### config.mk
export PLATFORM = sky130hd
export DESIGN_NAME = pulse_pacer
export DESIGN_NICKNAME = d
export VERILOG_FILES = /design/src/rtl/pulse_pacer.sv
export SDC_FILE = /design/constraint.sdc
export NUM_CORES = 1
export LEC_CHECK = 0
export CORE_UTILIZATION = 36
export CTS_CLUSTER_DIAMETER = 120
export DETAILED_ROUTE_END_ITERATION = 10
export PLACE_DENSITY = 0.61
export SLEW_MARGIN = 10
export SYNTH_ARGS = -nofsm -noshare
export SYNTH_HDL_FRONTEND = slang
export SYNTH_SLANG_ARGS = --single-unit
### constraint.sdc
create_clock -name clk -period 3.2 [get_ports clk]
set_clock_uncertainty 0.05 [all_clocks]
set_input_delay 0.48 -clock clk [delete_from_list [all_inputs] [get_ports clk]]
set_output_delay 0.48 -clock clk [all_outputs]
set_load 0.005 [all_outputs]
### src/rtl/pulse_pacer.sv
// Source-domain pacer that sits in front of the single-pulse CDC synchronizer.
// It counts incoming event strobes and re-emits them at least MIN_GAP clocks apart.
module pulse_pacer #(
    parameter int MIN_GAP   = 4,
    parameter int CNT_WIDTH = 8
) (
    input  logic                 reset,
    input  logic                 clk,
    input  logic                 in_pulse,
    output logic                 out_pulse,
    output logic [CNT_WIDTH-1:0] pending,
    output logic                 overflow,
    output logic                 busy
);

    localparam int                   GAP_WIDTH  = (MIN_GAP > 1) ? $clog2(MIN_GAP) : 1;
    localparam logic [GAP_WIDTH-1:0] GAP_RELOAD = GAP_WIDTH'(MIN_GAP - 1);
    localparam logic [CNT_WIDTH-1:0] CNT_MAX    = '1;

    logic [GAP_WIDTH-1:0] gap_cnt;
    logic                 fire;
    logic [CNT_WIDTH-1:0] pending_next;
    logic                 overflow_next;

    // An event arriving while idle fires directly and never enters the counter.
    assign fire = ((pending != '0) || in_pulse) && (gap_cnt == '0);

    always_comb begin
        // NOTE: every output of this block gets a default first, so no latch is inferred.
        pending_next  = pending;
        overflow_next = 1'b0;
        case ({in_pulse, fire})
            2'b10: begin
                if (pending == CNT_MAX) begin
                    overflow_next = 1'b1;
                end else begin
                    pending_next = pending + CNT_WIDTH'(1);
                end
            end
            2'b01:   pending_next = pending - CNT_WIDTH'(1);
            default: pending_next = pending;
        endcase
    end

    // NOTE: state registers use non-blocking assignments so all flops update from pre-edge values.
    always_ff @(posedge clk or negedge reset) begin
        if (!reset) begin
            out_pulse <= 1'b0;
            overflow  <= 1'b0;
            pending   <= '0;
            gap_cnt   <= '0;
        end else begin
            out_pulse <= fire;
            overflow  <= overflow_next;
            pending   <= pending_next;
            if (fire) begin
                gap_cnt <= GAP_RELOAD;
            end else if (gap_cnt != '0) begin
                gap_cnt <= gap_cnt - GAP_WIDTH'(1);
            end
        end
    end

    assign busy = (pending != '0) || (gap_cnt != '0);

endmodule

==> metrics <==
Clock Power Share=between 15 and 20%; Final Hold Vio Count=0; worst endpoint data arrival time=~3100 ps; HPWL after DPL=940 µm; MaxCap Viol Count=0; Remaining DRCs=0; hold_buf cts=0; Initial DRC Count=14; post-CTS sizing=0; Initial Utilization=~39%; Final Setup Violations=0; max_slew headroom=between 60% and 70%; Worst-path clk slew=80 ps; Slew Limit Fails=0; Sw Share=37.0%; final worst-path cycle share=between 90% and 100%; unrepaired setup endpoints after global routing=no; number of diodes=0; switching pwr=about 290 µW; Post-CTS Setup Inserts=0; Max Buffers Root-to-Sink=2; status=finished clean; GPL Wtd Cong=a little over 0.8; Worst R2R Start=pending[1]$_DFFE_PN0P_; internal power=just under 500 µW; Die Width=roughly 46 µm; vias per cell=5.12; largest net degree at the start of global routing=13; FP Rows=15; post-synthesis sequential area ratio=between 40% and 50%; combinational share of power=between 40% and 50%; H-tree lvl count=1; wire per inst=between 10 and 15 µm; hold path startpoint=gap_cnt[1]$_DFFE_PN0P_; Fill cells=between 150 and 200; Setup CP Type=flop to flop; CP endpoint kind=flop; Worst Hold Margin=about 500 ps; setup_tns=0 ps; CP Max Fanout=8; Syn Area/Cell=slightly above 10 µm²; critical path cell sequence=or4_4 -> or3_4 -> nand2_4 -> xnor2_1 -> ha_1 -> or3_2 -> nor3_1 -> o21ai_0 -> o21ai_0 -> xor2_1; VDD IR max=0.382 mV; Clock Sinks=12; PortBufs=13; area grow syn2layout=29.7%; pwr/cell area=between 800 and 900 nW/µm²; FF-to-FF path depth=10; Hold Crit Endpoint=gap_cnt[1]$_DFFE_PN0P_; class of the worst hold path=flop to flop; Worst-Skew Late Latency=roughly 270 ps; Worst setup SP type=flop; synth warn=0; fmax=around 0.33 GHz; reg2reg setup slack=roughly 210 ps; die area=around 2100 µm²; share of layout cells above drive strength 1=16.3%; mapped cell area=approximately 690 µm²; Leak=just under 0.0004 µW; power consumption=about 780 µW; worst slew pin tran=approximately 580 ps; CP max stage delay=about 580 ps; Yosys cell types=28; CP max-delay cell=or4_4; Post-Place Cells=between 100 and 150; antenna violations before repair=0; total CTS buffers=3; GRT overflow=0; final wirelength=roughly 1.3 mm; global-route wire length before repair=roughly 2.2 mm; First-pass DRT Iterations=4; flops & latches, synth=12; R2R Path End=pending[6]$_DFFE_PN0P_; layout net count=92; CTS root buf=clkbuf_4; Die H=between 40 and 50 µm; Post-Synthesis Cells=68; Sequential Power Share=36.4%; fin crit period=~3000 ps; via count=between 500 and 600; Util after Layout=between 50% and 60%; core area=about 1800 µm²; post-route ant nets=0; number of global-route vias before repair=508; final std cells w/o fill=roughly 110; synthesized net count=73; Req. time, crit path=3350 ps; CTS tree=done; cell mode on critical path=o21ai_0; Ports=14; Total Routing Usage GR=between 10% and 20%; WHS Path Cells=2
## worst max-delay path by stage
stage / from / endpoint / slack, ps
5_1_grt: pending[1]$_DFFE_PN0P_ / pending[6]$_DFFE_PN0P_ / 20
4_1_cts: pending[1]$_DFFE_PN0P_ / pending[6]$_DFFE_PN0P_ / 220
2_1_floorplan: pending[1]$_DFFE_PN0P_ / pending[6]$_DFFE_PN0P_ / 430
6_report: pending[1]$_DFFE_PN0P_ / pending[6]$_DFFE_PN0P_ / 210
3_3_place_gp: pending[1]$_DFFE_PN0P_ / pending[6]$_DFFE_PN0P_ / 250
3_5_place_dp: pending[1]$_DFFE_PN0P_ / pending[6]$_DFFE_PN0P_ / 250
## power groups by stage
stage               Combinational, µW  Sequential, µW  Clock, µW
CTS                               373             282        124
global placement                  365             280          0
floorplan                         207             282          0
finish                            371             282        122
global route                      410             293        130
detailed placement                369             284          0
## sequential cells by signal, indices dropped and copies added (netlist names)
signal,cells
gap_cnt,2
out_pulse,1
overflow,1
pending,8
## metrics by stage
stage / instance area (µm²) / setup WS [ps]
finish: 896 / 206
global route: 896 / 21.7
global placement: 860 / 255
detailed placement: 860 / 253
CTS: 896 / 216
floorplan: 691 / 426
## routing by layer
layer | routed length, µm | up-vias | GRT usage (%) | part of all wire, %
met5 | 0 | - | 0 | 0
met4 | 25 | 0 | 8.82 | 1.9
met3 | 66 | 4 | 2.38 | 5.0
met2 | 586 | 17 | 20.9 | 44
met1 | 640 | 273 | 22.2 | 49
li1 | - | 274 | - | -
## cells in the final DEF (no fill, tap or decap)
cell type        instances
or3_2                    1
o21ai_0                  3
or3_4                    1
nor2_1                   5
nor4b_1                  1
inv_1                    4
ha_1                     2
nor3_1                   2
buf_4                    2
and2b_2                  1
o21a_1                   2
nand4_1                  2
mux2i_1                  3
clkdlybuf4s50_1         13
or4b_2                   1
mux2_4                   1
nand2_4                  2
xor2_1                   6
xnor2_1                  1
nand3_1                  4
a21oi_1                  3
or4_4                    1
nor2b_1                  1
dfrtp_1                 12
or3_1                    1
clkbuf_8                 1
clkbuf_4                 3
nand2_1                  4
nand2b_1                 1
o31ai_1                  1
o32ai_1                  1
## layout make-up
class	count	area (µm²)	area share (%)
well taps	25	31.3	3.49
inverters	4	15.0	1.68
repair buffers	15	145	16.2
clock buffers	4	36.3	4.05
flip-flops and latches	12	300	33.5
multi-input cells	51	368	41.1
## cells by family after synthesis
logic type / after synthesis / share of synthesized area [%]
multiplexers: 4 / 6.52
adder cells (fa/ha/maj): 2 / 3.62
AO/OA/AOI/OAI: 10 / 8.88
AND/OR/NAND/NOR: 28 / 25.4
XOR/XNOR: 7 / 8.88
flip-flops: 12 / 43.5
buffers and inverters: 5 / 3.26
## worst max-delay path: cells and delay by family, from the launching register on
family / cells / cell delay (ps)
flip-flops: 1 / 470
AO/OA/AOI/OAI: 2 / 220
adder cells (fa/ha/maj): 1 / 240
XOR/XNOR: 2 / 240
AND/OR/NAND/NOR: 5 / 1690
## synthesized netlist by cell type (all sizes together)
cell type	instances	area share [%]
o21a	2	2.2
xnor2	1	1.3
or4	1	1.6
mux2	1	2.2
dfrtp	12	43
nor4b	1	1.3
nand2	6	5.4
or4b	1	1.4
nor3	2	1.4
nand2b	1	0.91
ha	2	3.6
nor2b	1	0.91
mux2i	3	4.3
or3	3	3.6
nand4	2	1.8
inv	4	2.2
and2b	1	1.3
o32ai	1	1.3
xor2	6	7.6
o31ai	1	1.1
a21oi	3	2.2
o21ai	3	2.2
nor2	5	2.7
nand3	4	2.9
buf	1	1.1
(Power assumes the default switching activity.)
